===== src/rtl/bcd_countdown.sv =====
// Two-digit BCD down-counter (99..00) with preset load, start/stop control,
// per-tick decrement, a one-cycle done pulse and optional auto-reload.
module bcd_countdown #(
  parameter bit RELOAD = 1'b0
) (
  input  logic       clk,
  input  logic       reset,        // asynchronous, active-low
  input  logic       load,
  input  logic [3:0] preset_tens,
  input  logic [3:0] preset_ones,
  input  logic       start,
  input  logic       stop,
  input  logic       en,
  output logic [3:0] tens,
  output logic [3:0] ones,
  output logic       running,
  output logic       done
);

  typedef enum logic [1:0] {StIdle, StRun, StDone} state_e;

  state_e     state_q, state_d;
  logic [3:0] tens_q, tens_d;
  logic [3:0] ones_q, ones_d;
  logic [3:0] pre_t_q, pre_t_d;
  logic [3:0] pre_o_q, pre_o_d;

  logic [3:0] load_t, load_o;
  logic [3:0] dec_t, dec_o;
  logic       cnt_zero, cnt_one, pre_zero;

  // Out-of-range BCD digits saturate to 9 so only 0-9 ever reach the display.
  function automatic logic [3:0] clamp_digit(input logic [3:0] d);
    return (d > 4'd9) ? 4'd9 : d;
  endfunction

  // Clamped preset digits and count/preset decode flags.
  always_comb begin
    load_t   = clamp_digit(preset_tens);
    load_o   = clamp_digit(preset_ones);
    cnt_zero = (tens_q == 4'd0) && (ones_q == 4'd0);
    cnt_one  = (tens_q == 4'd0) && (ones_q == 4'd1);
    pre_zero = (pre_t_q == 4'd0) && (pre_o_q == 4'd0);
  end

  // BCD decrement with borrow from tens; saturates at 00.
  always_comb begin
    dec_t = tens_q;
    dec_o = ones_q;
    if (ones_q != 4'd0) begin
      dec_o = ones_q - 4'd1;
    end else if (tens_q != 4'd0) begin
      dec_o = 4'd9;
      dec_t = tens_q - 4'd1;
    end
  end

  // State register.
  always_ff @(posedge clk or negedge reset) begin
    if (!reset) begin
      state_q <= StIdle;
    end else begin
      state_q <= state_d;
    end
  end

  // Next-state logic; priority is load > stop > start > en.
  always_comb begin
    state_d = state_q;
    unique case (state_q)
      StIdle: begin
        if (!load && !stop && start && !cnt_zero) begin
          state_d = StRun;
        end
      end
      StRun: begin
        if (load || stop) begin
          state_d = StIdle;
        end else if (en && cnt_one) begin
          state_d = StDone;
        end
      end
      StDone: begin
        if (load) begin
          state_d = StIdle;
        end else if (RELOAD && !pre_zero) begin
          state_d = StRun;
        end else begin
          state_d = StIdle;
        end
      end
      default: state_d = StIdle;
    endcase
  end

  // Count and preset registers.
  always_ff @(posedge clk or negedge reset) begin
    if (!reset) begin
      tens_q  <= 4'd0;
      ones_q  <= 4'd0;
      pre_t_q <= 4'd0;
      pre_o_q <= 4'd0;
    end else begin
      tens_q  <= tens_d;
      ones_q  <= ones_d;
      pre_t_q <= pre_t_d;
      pre_o_q <= pre_o_d;
    end
  end

  // Datapath next values: load in any state, decrement only in RUN, reload from DONE.
  always_comb begin
    tens_d  = tens_q;
    ones_d  = ones_q;
    pre_t_d = pre_t_q;
    pre_o_d = pre_o_q;
    if (load) begin
      tens_d  = load_t;
      ones_d  = load_o;
      pre_t_d = load_t;
      pre_o_d = load_o;
    end else begin
      unique case (state_q)
        StRun: begin
          // start is a no-op in RUN, so it does not mask the tick.
          if (!stop && en && !cnt_zero) begin
            tens_d = dec_t;
            ones_d = dec_o;
          end
        end
        StDone: begin
          if (RELOAD && !pre_zero) begin
            tens_d = pre_t_q;
            ones_d = pre_o_q;
          end
        end
        default: ;
      endcase
    end
  end

  // Outputs decoded from registers only; no input-to-output path.
  always_comb begin
    tens    = tens_q;
    ones    = ones_q;
    running = (state_q == StRun);
    done    = (state_q == StDone);
  end

endmodule


===== config.mk =====
export PLATFORM = sky130hd
export DESIGN_NAME = bcd_countdown
export DESIGN_NICKNAME = d
export VERILOG_FILES = /design/src/rtl/bcd_countdown.sv
export SDC_FILE = /design/constraint.sdc
export NUM_CORES = 1
export LEC_CHECK = 0
export CELL_PAD_IN_SITES_DETAIL_PLACEMENT = 0
export CELL_PAD_IN_SITES_GLOBAL_PLACEMENT = 1
export CORE_MARGIN = 2
export CORE_UTILIZATION = 35
export CTS_BUF_LIST = sky130_fd_sc_hd__clkbuf_8
export DETAILED_ROUTE_END_ITERATION = 7
export PLACE_DENSITY = 0.85
export SYNTH_ARGS = -nofsm -noshare
export SYNTH_HDL_FRONTEND = slang
export SYNTH_SLANG_ARGS = --single-unit

===== constraint.sdc =====
create_clock -name clk -period 2.12 [get_ports clk]
set_clock_uncertainty 0.05 [all_clocks]
set_input_delay 0.212 -clock clk [delete_from_list [all_inputs] [get_ports clk]]
set_output_delay 0.212 -clock clk [all_outputs]
set_load 0.02 [all_outputs]

; ---- Word level (Yosys, flattened, before mapping)
; Index checks and enable logic that the tools add are counted.
[word_totals]
memories = 0
mem_bits_ro = 0
ff_bits = 10
mem_bits_rw = 0
wordCells = 53
in_bits = 14
latch_bits = 0
out_inout_bits = 10
[op_classes]
order_cmp = 2
n_mul = 0
mux = 16
n_addsub = 2
bitwise_logic = 0
n_reduce_logical = 24
shifts = 0
n_div = 0
n_eq_ne = 6
[op_table]
columns = op, n
row1 = $mux 4, 12
row2 = $gt 4x4->1 const B, 2
row3 = $logic_and 1x1->1, 8
row4 = $logic_not 4->1, 2
row5 = $reduce_bool 4->1, 2
row6 = $sub 4x1->4 const B, 2
row7 = $mux 2, 3
row8 = $reduce_bool 2->1, 3
row9 = $eq 4x1->1 const B, 1
row10 = $ne 2x2->1 const B, 2
row11 = $pmux 2 s2, 1
row12 = $reduce_and 4->1, 1
row13 = $logic_not 1->1, 3
row14 = $ne 3x1->1 const B, 1
row15 = $reduce_and 3->1, 1
row16 = $reduce_bool 3->1, 1
row17 = $eq 2x1->1 const B, 1
row18 = $eq 2x2->1 const B, 1
row19 = $logic_not 2->1, 1
row20 = $reduce_and 2->1, 1
row21 = $logic_or 1x1->1, 1

; ---- Longest topological paths before layout
; Gate-level depths: netlist of run 1.
[logic_depth]
ltp_word = 7
ltp_mapped = 5
mapped_depth_nobuf = 5

; ---- Worst setup path after synthesis of run 1
; No wires, ideal clock.
[synth_path]
path_type = reg2reg
start = reg tens_q[0], in the netlist tens[0]
end = reg state_q[0]
stages_incl_launch_ff = 6
required_ps = 1950
synth_period_minus_slack_ps = 1943
setup_time_ps = 120
path_buffers = 0
setup_slack_ps = 177
arrival_time_ps = 1773
cell_sequence = dfrtp_1 -> inv_1 -> ha_1 -> or3b_4 -> or4_4 -> o211a_1
[synth_between]
elab_chain_cells = 6
elab_cells_between_ends = 9
classes_between = eq/ne (2) / reduce/logical (7)
[synth_lines]
columns = element, line_no
row1 = from (decl), 23  ; logic [3:0] tens_q, tens_d;
row2 = from (signal assigned), 104  ; tens_q <= tens_d;
row3 = $logic_not 4->1 *, "41, 42"
row4 = $logic_and 1x1->1, 41  ; cnt_zero = (tens_q == 4'd0) && (ones_q == 4'd0);
row5 = $logic_not 1->1, 72  ; if (!load && !stop && start && !cnt_zero) begin
row6 = $logic_and 1x1->1, 72
row7 = $ne 2x2->1 (no line), n/a
row8 = $reduce_and 2->1 (no line) *, n/a
row9 = to (signal assigned), 61  ; state_q <= StIdle;
row10 = to (signal assigned), 63  ; state_q <= state_d;
row11 = to (decl), 22  ; state_e state_q, state_d;
; Every way passes the cells marked *; elsewhere a longest branch is shown, timed or not.
; A chain may end at the register's enable or synchronous reset.

; ---- Worst setup path in the final report of run 1
; Ends and elaborated chain as after synthesis.

==> impl_metrics.env, run 1 <==
export IMPL_status="complete, no violations"
export IMPL_ctsResizeCount=0
export IMPL_slew_headroom_pct=68.4
export IMPL_critPathSlowestCell="or4_4"
export IMPL_synthArstFlopShare_pct=100
export IMPL_netlist_area_leader_share_pct=34.2
export IMPL_cts_inserted_buffers=3
export IMPL_fp_coreArea_sq_um=1960
export IMPL_post_synth_top_count_cell="dfrtp_1"
export IMPL_grt_use_met3_pct=5.15
export IMPL_power_density_nw_per_um2=611
export IMPL_reg2reg_from="tens[0]$_DFFE_PN0P_"
export IMPL_layout_nets=119
export IMPL_fillers=187
export IMPL_max_cap_violations=0
export IMPL_rsz0062_at_grt="false"
export IMPL_fmax_ghz=0.511
export IMPL_grt_max_degree=15
export IMPL_fin_crit_sh_pct=92.3
export IMPL_hpwlAfterDp_microns=1440
export IMPL_switchingPower_w=0.000185
export IMPL_synth_enable_flop_cells=0
export IMPL_die_w_microns=49.7
export IMPL_io_pins=24
export IMPL_synth_main_ff_cell="dfrtp_1"
export IMPL_irDropWorstVdd_mv=0.395
export IMPL_cts_hold_fix_buffers=0
export IMPL_crit_arrival_ps=2030
export IMPL_drtIter0Drc=17
export IMPL_whs_ps=251
export IMPL_drive_gt1_share_pct=16.7
export IMPL_wl_per_cell_microns=14.8
export IMPL_crit_path_cell_trace="inv_1 > ha_1 > or3b_4 > or4_4 > o211a_1"
export IMPL_syn_nets=91
export IMPL_seq_area_frac_synth_pct=34.2
export IMPL_insertion_delay_ps=230
export IMPL_ant_nets=0
export IMPL_synth_avg_cell_area_sq_um=9.74
export IMPL_crit_path_end_kind="flop"
export IMPL_critical_path_startpoint="tens[0]$_DFFE_PN0P_"
export IMPL_seq_power_share_pct=36.8
export IMPL_area_delta_synth_final_pct=44.0
export IMPL_clk_pin_slew_worst_paths_ps=50
export IMPL_die_h_microns=49.7
export IMPL_p_int_w=0.000458
export IMPL_grt_ovfl_total=0
export IMPL_synth_cells=75
export IMPL_antenna_found_initial=0
export IMPL_grt_pass1_wl_microns=3280
export IMPL_vias_per_cell=5.67
export IMPL_clock_path_buffers=2
export IMPL_num_vias=732
export IMPL_crit_family="simple AND/OR/NAND/NOR gates"
export IMPL_synth_seq_cells=10
export IMPL_yosysWarnings=0
export IMPL_synth_area_sq_um=731
export IMPL_hold_violations=0
export IMPL_initial_utilization_pct=37.2
export IMPL_finalSetupViolCount=0
export IMPL_final_max_slew_viol_count=0
export IMPL_cp_num_buf_inv=1
export IMPL_cts_root_buf="clkbuf_8"
export IMPL_cpPeakStageDelay_ps=490
export IMPL_synth_area_top_cells="dfrtp_1 (34%), nor2b_1 (4.3%), o21ai_0 (4.1%)"
export IMPL_drc=0
export IMPL_path_class="flop to flop"
export IMPL_use_met1_pct=22.6
export IMPL_place_port_buffers=23
export IMPL_synth_distinct_cells=41
export IMPL_grt_pass1_vias=706
export IMPL_cts_tree="yes"
export IMPL_clkPwrFrac_pct=38.1
export IMPL_cts_sinks=10
export IMPL_start_kind="flop"
export IMPL_synth_largest_area_cell="dfrtp_1"
export IMPL_use_met2_pct=26.4
export IMPL_grt_usage_pct=17.3
export IMPL_ys_top_cells_by_count="dfrtp_1 (10), inv_1 (6), o21ai_0 (6)"
export IMPL_postCtsSetupBuffers=0
export IMPL_gp_congestion=0.829
export IMPL_hp_class="primary input to async pin"
export IMPL_busiest_layer="met2"
export IMPL_critPathMaxFanout=5
export IMPL_leakagePower_nw=0.421
export IMPL_fp_dieArea_sq_um=2470
export IMPL_n_antenna_cell=0
export IMPL_period_needed_ps=1960
export IMPL_rows=16
export IMPL_setup_tns_ps=0
export IMPL_required_ps=2190
export IMPL_htree_levels=1
export IMPL_worst_slew_pin_slew_ps=473
export IMPL_p_sw_share_pct=28.8
export IMPL_p_comb_share_pct=25.1
export IMPL_firstDrtPassIters=4
export IMPL_drt_wl_total_microns=1900
[worst paths after layout]
check,to,slack (ps),cells after the start
max,state_q[0]$_DFFE_PN0P_,160,5
min,tens[2]$_DFFE_PN0P_,250,1
max reg2reg,state_q[0]$_DFFE_PN0P_,160,5
min reg2reg,state_q[1]$_DFFE_PN0P_,570,2
max in group asynchronous,ones[2]$_DFFE_PN0P_,1450,1
min in group clk,tens[1]$_DFFE_PN0P_,540,3
[cell families (layout without fill, tap and decap cells)]
group	count (synthesis)	in the layout	synth area share, %
fa+ha+maj	2	2	3.42
compound gates	27	27	28.6
simple gates	27	27	27.9
flops	10	10	34.2
buf+inv	9	36	5.82
[sequential cells by signal, summed over array words and instances (netlist names)]
name,flops
tens,4
state_q,2
ones,4
[area by class of cell]
| class | instances | area, sq um | area share (%) |
|---|---|---|---|
| multi-input cells | 56 | 438 | 41.6 |
| repair buffers | 26 | 253 | 24.0 |
| flip-flops and latches | 10 | 250 | 23.8 |
| clock buffers | 4 | 55.1 | 5.23 |
| well taps | 27 | 33.8 | 3.21 |
| inverters | 6 | 22.5 | 2.14 |
[placed cells by master, fill, tap and decap left out, types with 2 or more instances in the layout]
cell / synthesis / layout
clkbuf_8: 0 / 4
or4_4: 2 / 2
clkdlybuf4s50_1: 0 / 23
nand3b_1: 2 / 2
nor2b_1: 5 / 5
ha_1: 2 / 2
a21oi_1: 2 / 2
buf_4: 0 / 3
o21ai_0: 6 / 6
nor3_1: 2 / 2
nor2_1: 2 / 2
dfrtp_1: 10 / 10
nor4_1: 2 / 2
o31a_1: 2 / 2
inv_1: 6 / 6
a31oi_1: 4 / 4
[through the flow]
step                power, W  utilization (%)  worst slack (ps)  area [sq um]  std cells
finish              0.000643             53.6               164          1050        129
detailed placement  0.000401             50.8               182           997        125
floorplan           0.000320                -               177           731         75
CTS                 0.000645             53.6               165          1050        129
global route        0.000678             53.6              90.3          1050        129
global placement    0.000400             50.8               230           997        125
[power groups by stage]
| stage | Combinational (W) | Sequential [W] | Clock, W |
|---|---|---|---|
| after floorplan | 0.0000717 | 0.000248 | 0 |
| after global placement | 0.000161 | 0.000239 | 0 |
| after detailed placement | 0.000161 | 0.000239 | 0 |
| after CTS | 0.000162 | 0.000236 | 0.000247 |
| after global routing | 0.000175 | 0.000240 | 0.000263 |
| final | 0.000161 | 0.000237 | 0.000245 |
[metal layers]
layer / vias up / wire, microns
met1: 346 / 862
met5: - / 0
met3: 2 / 147
met4: 0 / 23
li1: 352 / -
met2: 32 / 870
No activity file was read; power rests on OpenSTA's default activity.
==> run 2: changes to the inputs <==
--- a/config.mk
+++ b/config.mk
@@ -9,7 +9,7 @@
 export CELL_PAD_IN_SITES_GLOBAL_PLACEMENT = 1
 export CORE_MARGIN = 2
 export CORE_UTILIZATION = 35
-export CTS_BUF_LIST = sky130_fd_sc_hd__clkbuf_8
+export CTS_BUF_LIST = sky130_fd_sc_hd__clkbuf_4 sky130_fd_sc_hd__clkbuf_8
 export DETAILED_ROUTE_END_ITERATION = 7
 export PLACE_DENSITY = 0.85
 export SYNTH_ARGS = -nofsm -noshare
==> impl_metrics.env, run 2 (synthesis gave the netlist of run 1 again) <==
export IMPL_status="complete, no violations"
export IMPL_rr_endpoint="state_q[0]$_DFFE_PN0P_"
export IMPL_worst_r2r_path_depth=5
export IMPL_busiest_layer="met2"
export IMPL_fp_dieArea_sq_um=2470
export IMPL_n_antenna_cell=0
export IMPL_cts_tree="yes"
export IMPL_gp_congestion=0.829
export IMPL_hpwlAfterDp_microns=1440
export IMPL_finalSetupViolCount=0
export IMPL_postCtsSetupBuffers=0
export IMPL_antenna_found_initial=0
export IMPL_grt_pass1_wl_microns=3260
export IMPL_num_vias=731
export IMPL_path_class="flop to flop"
export IMPL_setup_tns_ps=0
export IMPL_max_cap_violations=0
export IMPL_cts_inserted_buffers=3
export IMPL_leakagePower_nw=0.414
export IMPL_reg2reg_from="tens[0]$_DFFE_PN0P_"
export IMPL_worst_slew_pin_slew_ps=472
export IMPL_start_kind="flop"
export IMPL_vias_per_cell=5.67
export IMPL_grt_usage_pct=17.3
export IMPL_hold_violations=0
export IMPL_irDropWorstVdd_mv=0.333
export IMPL_initial_utilization_pct=37.2
export IMPL_layout_nets=119
export IMPL_drtIter0Drc=22
export IMPL_clock_path_buffers=2
export IMPL_reg2reg_slack_ps=160
export IMPL_cts_hold_fix_buffers=0
export IMPL_cts_root_buf="clkbuf_4"
export IMPL_grt_ovfl_total=0
export IMPL_drc=0
export IMPL_mostFrequentLayoutCells="clkdlybuf4s50_1 (23), dfrtp_1 (10), inv_1 (6), o21ai_0 (6), nor2b_1 (5)"
export IMPL_whs_ps=210
export IMPL_setup_ws_ps=161
export IMPL_htree_levels=1
export IMPL_layout_commonest_cell="clkdlybuf4s50_1"
export IMPL_fmax_ghz=0.510
export IMPL_use_met2_pct=26.4
export IMPL_drive_gt1_share_pct=16.7
export IMPL_io_pins=24
export IMPL_rsz0062_at_grt="false"
export IMPL_area_delta_synth_final_pct=41.4
export IMPL_fp_coreArea_sq_um=1960
export IMPL_ant_nets=0
export IMPL_ctsResizeCount=0
export IMPL_final_max_slew_viol_count=0
export IMPL_rows=16
export IMPL_period_needed_ps=1960
export IMPL_hp_class="primary input to async pin"
export IMPL_power_density_nw_per_um2=559
export IMPL_required_ps=2230
export IMPL_clk_pin_slew_worst_paths_ps=80
export IMPL_die_w_microns=49.7
export IMPL_insertion_delay_ps=270
export IMPL_crit_path_end_kind="flop"
export IMPL_die_h_microns=49.7
export IMPL_wl_per_cell_microns=15.0
export IMPL_slew_headroom_pct=68.5
export IMPL_place_ws_ps=182
export IMPL_grt_pass1_vias=712
export IMPL_firstDrtPassIters=4
export IMPL_fin_crit_sh_pct=92.4
export IMPL_grt_max_degree=15
export IMPL_crit_arrival_ps=2070
export IMPL_grt_use_met3_pct=4.24
export IMPL_critPathMaxFanout=5
export IMPL_use_met1_pct=22.5
export IMPL_cts_sinks=10
export IMPL_drt_wl_total_microns=1930
export IMPL_place_port_buffers=23
## run 2: how the worst max path moves through the flow
stage,cells after the start,start,end
final,5,tens[0]$_DFFE_PN0P_,state_q[0]$_DFFE_PN0P_
after global routing,5,tens[0]$_DFFE_PN0P_,state_q[0]$_DFFE_PN0P_
after CTS,5,tens[0]$_DFFE_PN0P_,state_q[0]$_DFFE_PN0P_
after detailed placement,5,tens[0]$_DFFE_PN0P_,state_q[0]$_DFFE_PN0P_
after global placement,5,tens[0]$_DFFE_PN0P_,state_q[0]$_DFFE_PN0P_
after floorplan,5,tens[0]$_DFFE_PN0P_,state_q[0]$_DFFE_PN0P_
## run 2: power breakdown
part | switching [W] | internal, W | leakage [nW]
combinational | 0.0000740 | 0.0000872 | 0.270
sequential | 0.0000308 | 0.000206 | 0.122
clock | 0.0000757 | 0.000104 | 0.0210
total | 0.000181 | 0.000397 | 0.414
## run 2: final cells by class
cell class | instances | area, sq um
fill | 191 | 928
multi-input combinational | 56 | 438
timing repair buffer | 26 | 253
sequential | 10 | 250
clock buffer | 4 | 36.3
tap | 27 | 33.8
inverter | 6 | 22.5
## run 2: per-layer routing
layer / vias up / share of wire, % / wire length, microns
met5: - / 0 / 0
met4: 0 / 1.2 / 23
met3: 2 / 6.5 / 126
met2: 27 / 47 / 907
met1: 352 / 45 / 874
li1: 350 / - / -
## run 2: stage by stage
| step | cell area (sq um) | total power [W] | util (%) | std cells |
|---|---|---|---|---|
| 6_report | 1030 | 0.000578 | 52.7 | 129 |
| 5_1_grt | 1030 | 0.000613 | 52.7 | 129 |
| 4_1_cts | 1030 | 0.000583 | 52.7 | 129 |
| 3_5_place_dp | 997 | 0.000401 | 50.8 | 125 |
| 3_3_place_gp | 997 | 0.000400 | 50.8 | 125 |
| 2_1_floorplan | 731 | 0.000320 | - | 75 |
## run 2: critical path: stages (launching register included)
cell     delay (ps)
dfrtp_1         420
inv_1           120
ha_1            220
or3b_4          430
or4_4           490
o211a_1         130
==> run 3: changes to the inputs <==
--- a/config.mk
+++ b/config.mk
@@ -5,13 +5,15 @@
 export SDC_FILE = /design/constraint.sdc
 export NUM_CORES = 1
 export LEC_CHECK = 0
+export CAP_MARGIN = 0
 export CELL_PAD_IN_SITES_DETAIL_PLACEMENT = 0
 export CELL_PAD_IN_SITES_GLOBAL_PLACEMENT = 1
 export CORE_MARGIN = 2
-export CORE_UTILIZATION = 35
+export CORE_UTILIZATION = 40
 export CTS_BUF_LIST = sky130_fd_sc_hd__clkbuf_4 sky130_fd_sc_hd__clkbuf_8
 export DETAILED_ROUTE_END_ITERATION = 7
-export PLACE_DENSITY = 0.85
+export DONT_BUFFER_PORTS = 1
+export PLACE_DENSITY = 0.73
 export SYNTH_ARGS = -nofsm -noshare
 export SYNTH_HDL_FRONTEND = slang
 export SYNTH_SLANG_ARGS = --single-unit
==> impl_metrics.env, run 3 (synthesis gave the netlist of run 1 again) <==
export IMPL_cts_sinks=10
export IMPL_drive_gt1_share_pct=23.2
export IMPL_final_util_pct=47.5
export IMPL_fin_crit_sh_pct=88.4
export IMPL_cts_tree="yes"
export IMPL_die_h_microns=46.7
export IMPL_topRoutingLayerUsed="met4"
export IMPL_met3_length_microns=127
export IMPL_worst_slew_pin_slew_ps=499
export IMPL_stdcell_area_sq_um=820
export IMPL_hpwlAfterDp_microns=1270
export IMPL_met1_length_microns=785
export IMPL_whs_ps=34.5
export IMPL_n_antenna_cell=0
export IMPL_reg2reg_from="tens[0]$_DFFE_PN0P_"
export IMPL_rsz0062_at_grt="false"
export IMPL_crit_path_end_kind="flop"
export IMPL_mostFrequentLayoutCells="dfrtp_1 (10), inv_1 (6), o21ai_0 (6), buf_4 (6), nor2b_1 (5)"
export IMPL_antenna_found_initial=0
export IMPL_io_pins=24
export IMPL_start_kind="flop"
export IMPL_rr_endpoint="state_q[0]$_DFFE_PN0P_"
export IMPL_vias_per_cell=6.00
export IMPL_cpPeakStageDelay_ps=490
export IMPL_max_cap_violations=0
export IMPL_power_density_nw_per_um2=577
export IMPL_worst_r2r_path_depth=5
export IMPL_htree_levels=1
export IMPL_area_delta_synth_final_pct=12.2
export IMPL_crit_arrival_ps=1980
export IMPL_grt_ovfl_total=0
export IMPL_clock_path_buffers=2
export IMPL_hp_class="primary input to flop"
export IMPL_ctsResizeCount=0
export IMPL_critPathMaxFanout=5
export IMPL_num_vias=642
export IMPL_cts_inserted_buffers=3
export IMPL_firstDrtPassIters=4
export IMPL_postCtsSetupBuffers=0
export IMPL_fp_dieArea_sq_um=2180
export IMPL_layout_nets=100
export IMPL_crit_path_cell_trace="inv_1 > ha_1 > or3b_4 > or4_4 > o211a_1"
export IMPL_leakagePower_nw=0.336
export IMPL_rows=15
export IMPL_grt_max_degree=16
export IMPL_finalSetupViolCount=0
export IMPL_grt_pass1_vias=620
export IMPL_grt_pass1_wl_microns=2880
export IMPL_drtIter0Drc=15
export IMPL_final_max_slew_viol_count=0
export IMPL_status="complete, no violations"
export IMPL_place_port_buffers=0
export IMPL_hp_start="preset_ones[2]"
export IMPL_ant_nets=0
export IMPL_drc=0
export IMPL_fmax_ghz=0.533
export IMPL_reg2reg_slack_ps=250
export IMPL_layout_commonest_cell="dfrtp_1"
export IMPL_slew_headroom_pct=66.6
export IMPL_initial_utilization_pct=42.3
export IMPL_critPathSlowestCell="or4_4"
export IMPL_required_ps=2220
export IMPL_hold_violations=0
export IMPL_insertion_delay_ps=260
export IMPL_gp_congestion=0.801
export IMPL_cts_root_buf="clkbuf_4"
export IMPL_drt_wl_total_microns=1650
export IMPL_met2WireLength_microns=722
export IMPL_path_class="flop to flop"
export IMPL_hold_depth=1
export IMPL_grt_usage_pct=19.1
export IMPL_setup_tns_ps=0
export IMPL_fillers=187
export IMPL_fp_coreArea_sq_um=1730
export IMPL_clk_pin_slew_worst_paths_ps=70
export IMPL_placed_area_sq_um=787
export IMPL_die_w_microns=46.7
export IMPL_min_to="ones[2]$_DFFE_PN0P_"
export IMPL_period_needed_ps=1870
export IMPL_wl_per_cell_microns=15.4
export IMPL_irDropWorstVdd_mv=0.415
==> run 3: metrics by stage <==
stage | total power, W | worst slack (ps) | instances
after floorplan | 0.000320 | 177 | 75
after global placement | 0.000344 | 278 | 103
after detailed placement | 0.000345 | 244 | 103
after CTS | 0.000480 | 245 | 107
after global routing | 0.000504 | 191 | 107
final | 0.000473 | 246 | 107
==> run 3: worst max path at each step <==
stage / startpoint / to
2_1_floorplan: tens[0]$_DFFE_PN0P_ / state_q[0]$_DFFE_PN0P_
3_3_place_gp: tens[0]$_DFFE_PN0P_ / state_q[0]$_DFFE_PN0P_
3_5_place_dp: tens[0]$_DFFE_PN0P_ / state_q[0]$_DFFE_PN0P_
4_1_cts: tens[0]$_DFFE_PN0P_ / state_q[0]$_DFFE_PN0P_
5_1_grt: tens[0]$_DFFE_PN0P_ / state_q[0]$_DFFE_PN0P_
6_report: tens[0]$_DFFE_PN0P_ / state_q[0]$_DFFE_PN0P_
==> run 3: critical path: cells and delay by family, from the launching register on <==
family          cells  cell delay (ps)
simple gates        2              920
flops               1              370
fa+ha+maj           1              220
compound gates      1              120
buf+inv             1              100
==> run 3: layout make-up <==
cell class / instances / area [sq um] / area share, %
sequential: 10 / 250 / 30.5
clock buffer: 3 / 22.5 / 2.75
multi-input combinational: 56 / 438 / 53.4
tap: 25 / 31.3 / 3.82
inverter: 6 / 22.5 / 2.75
timing repair buffer: 7 / 55.1 / 6.72
==> run 3: what timing repair did <==
action                                  CTS  global route
hold buffers                              1             0
endpoints found under the setup margin    0             0
hold endpoints to repair                 10             0
==> run 3: report_power, final <==
| group | leakage [nW] | switching (W) | internal, W |
|---|---|---|---|
| Clock | 0.0138 | 0.0000606 | 0.0000653 |
| Combinational | 0.200 | 0.0000572 | 0.0000496 |
| Sequential | 0.122 | 0.0000341 | 0.000206 |
| Total | 0.336 | 0.000152 | 0.000321 |
==> run 3: layer usage <==
layer / vias to the layer above / GRT usage, %
met4: 0 / 8.33
met3: 2 / 4.23
li1: 317 / -
met5: - / 0
met1: 298 / 27.9
met2: 25 / 27.2
==> variant 1 (config.mk and constraints of run 2) <==
Add an input register stage for `load`, `start`, `stop` and `en`, cleared by the reset; this delays them by one clock.
--- a/src/rtl/bcd_countdown.sv
+++ b/src/rtl/bcd_countdown.sv
@@ -18,6 +18,25 @@
 );
 
   typedef enum logic [1:0] {StIdle, StRun, StDone} state_e;
+
+  logic load_q;
+  logic start_q;
+  logic stop_q;
+  logic en_q;
+
+  always_ff @(posedge clk or negedge reset) begin
+    if (!reset) begin
+      load_q  <= '0;
+      start_q <= '0;
+      stop_q  <= '0;
+      en_q    <= '0;
+    end else begin
+      load_q  <= load;
+      start_q <= start;
+      stop_q  <= stop;
+      en_q    <= en;
+    end
+  end
 
   state_e     state_q, state_d;
   logic [3:0] tens_q, tens_d;
@@ -69,19 +88,19 @@
     state_d = state_q;
     unique case (state_q)
       StIdle: begin
-        if (!load && !stop && start && !cnt_zero) begin
+        if (!load_q && !stop_q && start_q && !cnt_zero) begin
           state_d = StRun;
         end
       end
       StRun: begin
-        if (load || stop) begin
+        if (load_q || stop_q) begin
           state_d = StIdle;
-        end else if (en && cnt_one) begin
+        end else if (en_q && cnt_one) begin
           state_d = StDone;
         end
       end
       StDone: begin
-        if (load) begin
+        if (load_q) begin
           state_d = StIdle;
         end else if (RELOAD && !pre_zero) begin
           state_d = StRun;
@@ -114,7 +133,7 @@
     ones_d  = ones_q;
     pre_t_d = pre_t_q;
     pre_o_d = pre_o_q;
-    if (load) begin
+    if (load_q) begin
       tens_d  = load_t;
       ones_d  = load_o;
       pre_t_d = load_t;
@@ -123,7 +142,7 @@
       unique case (state_q)
         StRun: begin
           // start is a no-op in RUN, so it does not mask the tick.
-          if (!stop && en && !cnt_zero) begin
+          if (!stop_q && en_q && !cnt_zero) begin
             tens_d = dec_t;
             ones_d = dec_o;
           end
Behaviour: not the same (Yosys sat finds a counterexample within 4 cycles, from zero or initial values and one cycle with reset low).
==> variant 1 against run 2 <==
Design area increased by 6.5%. Total power increased by 15%. Sequential cell count increased by 4. Worst setup slack improved by 0.11 ns. Routed wire length increased by 0.78%. Largest power group unchanged. Area after synthesis increased by 10%. Critical path depth unchanged. First-iteration DRC count decreased by 59%.
==> variant 1: results (changes against run 2) <==
Post-synthesis sequential area ratio = 0.435 (was 0.342)
Mapped Nets = 96 (was 91)
H-Tree Depth = 1 (unchanged)
Fraction of registers with async set/reset = 1.00 (unchanged)
Antenna Cells = 0 (unchanged)
Vias in the first global route = 707 (was 712)
Vias = 761 (was 731)
CTS root buf = clkbuf_4 (unchanged)
Share of post-route cells with drive strength above 1 = 0.105 (was 0.167)
Final nets = 122 (was 119)
Crit path DAT = 1.99 ns (was 2.07 ns)
GPL Wtd Cong = 0.829 (about the same)
Ys flop type = dfrtp_1 (unchanged)
Detailed Route WL = 1950 µm (was 1930 µm)
Clk buf depth = 2 (unchanged)
Initial antenna violation count = 0 (unchanged)
Hpwl dp = 1430 µm (was 1440 µm)
Post-CTS Resized = 0 (unchanged)
Vias per inst = 5.72 (was 5.67)
Drt initial violations = 9 (was 22)
CTS Buf Count = 3 (unchanged)
Min-Delay Path Class = input port to async pin (unchanged)
Core area = 2190 µm² (was 1960 µm²)
Slew @ Worst Pin = 0.645 ns (was 0.472 ns)
Status = completed (unchanged)
# port buffers = 23 (unchanged)
Synth Warn # = 0 (unchanged)
Synth area leaders = dfrtp_1 44%, nor2b_1 4.7%, o311ai_2 4.0% (was dfrtp_1 34%, nor2b_1 4.3%, o21ai_0 4.1%)
Worst VDD drop = 0.274 mV (was 0.333 mV)
Leakage power = 0.413 nW (was 0.414 nW)
Commonest cells post-synth = 14 x dfrtp_1, 6 x nor2b_1, 5 x inv_1, 5 x o21ai_0 (was 10 x dfrtp_1, 6 x inv_1, 6 x o21ai_0)
CP max FO = 5 (unchanged)
DP Worst Slack = 0.295 ns (was 0.182 ns)
Clock slew at reported path FFs = 0.09 ns
First-pass iteration count of the detailed router = 4 (unchanged)
Total global-route track usage = 0.162 (was 0.173)
Inst Count DP = 129 (was 125)
Largest net degree at the start of global routing = 17 (was 15)
CP peak stage delay = 0.53 ns (was 0.49 ns)
Yosys cell types = 37 (was 41)
First-pass GRT wire length = 3170 µm (was 3260 µm)
Postcts setup bufs = 0 (unchanged)
Top cell family by delay on the critical path = simple AND/OR/NAND/NOR gates (unchanged)
CP max-delay cell = nor3b_1 (was or4_4)
Syn avg cell area = 10.1 µm² (was 9.74 µm²)
Clock latency on the worst-skew pair = 0.28 ns
Sw Share = 0.292 (was 0.312)
==> variant 1: cell count changes in the layout (fill, tap and decap cells not counted), moves of 3 or more <==
cell	delta
nand3_1	+3
dfrtp_1	+4
nand4_1	+3
o211ai_1	+3
a31oi_1	-3
==> variant 1: stage by stage <==
step | power [mW] | area (µm²)
global placement | 0.475 | 1060
finish | 0.667 | 1100
floorplan | 0.394 | 805
global route | 0.707 | 1100
detailed placement | 0.476 | 1060
CTS | 0.672 | 1100
==> variant 1: per-layer routing <==
metal,share of wire,global-route usage,wire [µm],up-vias
met1,0.47,0.205,905,374
li1,-,-,-,360
met4,0.020,0.0789,38,0
met3,0.050,0.0374,98,5
met2,0.46,0.257,903,22
met5,0,0,0,-
==> variant 1: worst register-to-register path: cells and delay by family (launching register included) <==
family	cells	cell delay [ns]
fa+ha+maj	1	0.20
simple gates	2	0.68
buf+inv	1	0.13
flops	1	0.41
compound gates	1	0.28
==> variant 1: cell families after synthesis <==
kind of cell / count (synthesis) / share of synthesized area
and+or+nand+nor: 34 / 0.277
AOI/OAI and AO/OA: 22 / 0.218
DFF: 14 / 0.435
adders and majority gates: 2 / 0.0311
buffers and inverters: 8 / 0.0389
==> variant 1: power by group through the flow <==
stage	logic, mW	registers, mW	clock network, mW
after global routing	0.172	0.318	0.218
after CTS	0.158	0.314	0.200
after global placement	0.157	0.318	0
final	0.157	0.314	0.196
after floorplan	0.0647	0.329	0
after detailed placement	0.157	0.319	0
==> variant 1: layout make-up <==
| class | instances | area [µm²] |
|---|---|---|
| flip-flops and latches | 14 | 350 |
| well taps | 28 | 35.0 |
| inverters | 5 | 18.8 |
| multi-input cells | 58 | 423 |
| clock buffers | 4 | 36.3 |
| fillers | 217 | 1090 |
| repair buffers | 24 | 238 |
==> variant 1: final timing paths <==
| check | slack (ns) | depth (start not counted) | startpoint | to |
|---|---|---|---|---|
| min in group clk | 0.31 | 1 | stop | stop_q |
| worst max-delay path | 0.27 | 5 | tens[0] | tens[0] |
| worst min-delay path | 0.27 | 1 | reset | ones[3] |
| worst min register to register | 0.51 | 2 | start_q | state_q[0] |
| worst max register to register | 0.27 | 5 | tens[0] | tens[0] |
| max in group asynchronous | 1.34 | 1 | reset | state_q[1] |
==> variant 2 (flow settings as in run 2) <==
Made on the original files. `RELOAD`: 1'b0 -> 1'b1.
--- a/src/rtl/bcd_countdown.sv
+++ b/src/rtl/bcd_countdown.sv
@@ -1,7 +1,7 @@
 // Two-digit BCD down-counter (99..00) with preset load, start/stop control,
 // per-tick decrement, a one-cycle done pulse and optional auto-reload.
 module bcd_countdown #(
-  parameter bit RELOAD = 1'b0
+  parameter bit RELOAD = 1'b1
 ) (
   input  logic       clk,
   input  logic       reset,        // asynchronous, active-low
Check against the original RTL: not equivalent (Yosys sat finds a counterexample within 10 cycles, from zero or initial values and one cycle with reset low).
==> variant 2 against run 2 <==
Cell count increased by 55%. Largest power group is now combinational cells. Total power increased to 2.9 times the old value. Highest routed layer unchanged. Design area increased by 46%. Via count increased by 41%. Sequential cell count increased by 8. Routed wire length increased by 35%. Hold slack got worse by 0.024 ns. Global-route usage decreased by 1.5 points. Clock power decreased by 2%. Area after synthesis increased by 57%. First-iteration DRC count increased by 120%. Worst setup slack got worse by 0.087 ns.
==> variant 2: results (changes against run 2) <==
Status = completed (unchanged)
Vias per inst = 5.17 (was 5.67)
Vias in the first global route = 992 (was 712)
Leakage power = 0.628 nW (was 0.414 nW)
Mapped Nets = 140 (was 91)
Synth area leaders = dfrtp_1 39%, o21ai_0 5.3%, nor2_1 3.9% (was dfrtp_1 34%, nor2b_1 4.3%, o21ai_0 4.1%)
Share of post-route cells with drive strength above 1 = 0.199 (was 0.167)
Met2 wire len = 1230 µm (was 907 µm)
Clk buf depth = 2 (unchanged)
Inst Count DP = 195 (was 125)
GPL Wtd Cong = 0.835 (was 0.829)
Worst VDD drop = 0.445 mV (was 0.333 mV)
Hpwl dp = 1980 µm (was 1440 µm)
Top cell family by delay on the critical path = simple AND/OR/NAND/NOR gates (unchanged)
Mapped Cells = 124 (was 75)
WL/cell = 13.1 µm (was 15.0 µm)
Yosys cell types = 44 (was 41)
# fillers = 295 (was 191)
# port buffers = 23 (unchanged)
CP max-delay cell = dfrtp_1 (was or4_4)
M1 WL = 1200 µm (was 874 µm)
Detailed Route WL = 2610 µm (was 1930 µm)
Slew HR = 0.704 (was 0.685)
Clock slew at reported path FFs = 0.11 ns (was 0.08 ns)
CP peak stage delay = 0.41 ns (was 0.49 ns)
Min-Delay Path Class = input port to async pin (unchanged)
Post-synthesis sequential area ratio = 0.394 (was 0.342)
M2 GR Usage = 0.254 (was 0.264)
Initial antenna violation count = 0 (unchanged)
GRT met3 Usage = 0.0147 (was 0.0424)
Drt initial violations = 49 (was 22)
Synth Warn # = 0 (unchanged)
Met1 Use GR = 0.207 (was 0.225)
First-pass GRT wire length = 4420 µm (was 3260 µm)
CP max FO = 4 (was 5)
Largest net degree at the start of global routing = 19 (was 15)
WL met3 = 114 µm (was 126 µm)
Crit path DAT = 2.19 ns (was 2.07 ns)
Final nets = 174 (was 119)
Total global-route track usage = 0.158 (was 0.173)
Postcts setup bufs = 0 (unchanged)
Clock latency on the worst-skew pair = 0.30 ns (was 0.27 ns)
Commonest cells post-synth = 18 x dfrtp_1, 12 x nor2_1, 12 x o21ai_0 (was 10 x dfrtp_1, 6 x inv_1, 6 x o21ai_0)
## variant 2: area by class of cell
type,count,area share
clock buffers,3,0.0149
inverters,11,0.0281
multi-input cells,90,0.414
flip-flops and latches,18,0.298
well taps,44,0.0364
repair buffers,34,0.209
## variant 2: worst paths after layout
| path | start | endpoint | slack, ns | cells after the start |
|---|---|---|---|---|
| worst max-delay path | tens[1] | tens[3] | 0.07 | 6 |
| worst min register to register | pre_o_q[0] | pre_o_q[0] | 0.46 | 1 |
| max in group asynchronous | reset | pre_o_q[0] | 1.63 | 2 |
| worst max register to register | tens[1] | tens[3] | 0.07 | 6 |
| min in group clk | pre_o_q[0] | pre_o_q[0] | 0.46 | 1 |
| worst min-delay path | reset | pre_o_q[3] | 0.19 | 2 |
## variant 2: cell families after synthesis
logic type	after synthesis	synth area share
AO/OA/AOI/OAI	35	0.226
XOR/XNOR	2	0.0153
adder cells (fa/ha/maj)	2	0.0219
buffers and inverters	16	0.0634
flip-flops	18	0.394
multiplexers	6	0.0624
AND/OR/NAND/NOR	45	0.217
## variant 2: through the flow
| step | area [µm²] | setup WS, ns | power (mW) | util | setup TNS, ns |
|---|---|---|---|---|---|
| final | 1510 | 0.0737 | 1.69 | 0.492 | 0 |
| after CTS | 1490 | 0.0358 | 1.64 | 0.484 | 0 |
| after detailed placement | 1470 | 0.0493 | 1.47 | 0.476 | 0 |
| after floorplan | 1140 | 0.0136 | 1.09 | - | 0 |
| after global routing | 1510 | -0.00605 | 1.82 | 0.492 | -0.00605 |
| after global placement | 1470 | 0.119 | 1.45 | 0.476 | 0 |
## variant 2: power by group
group	switching [mW]	internal, mW
clock	0.110	0.0663
combinational	0.476	0.515
sequential	0.0880	0.438
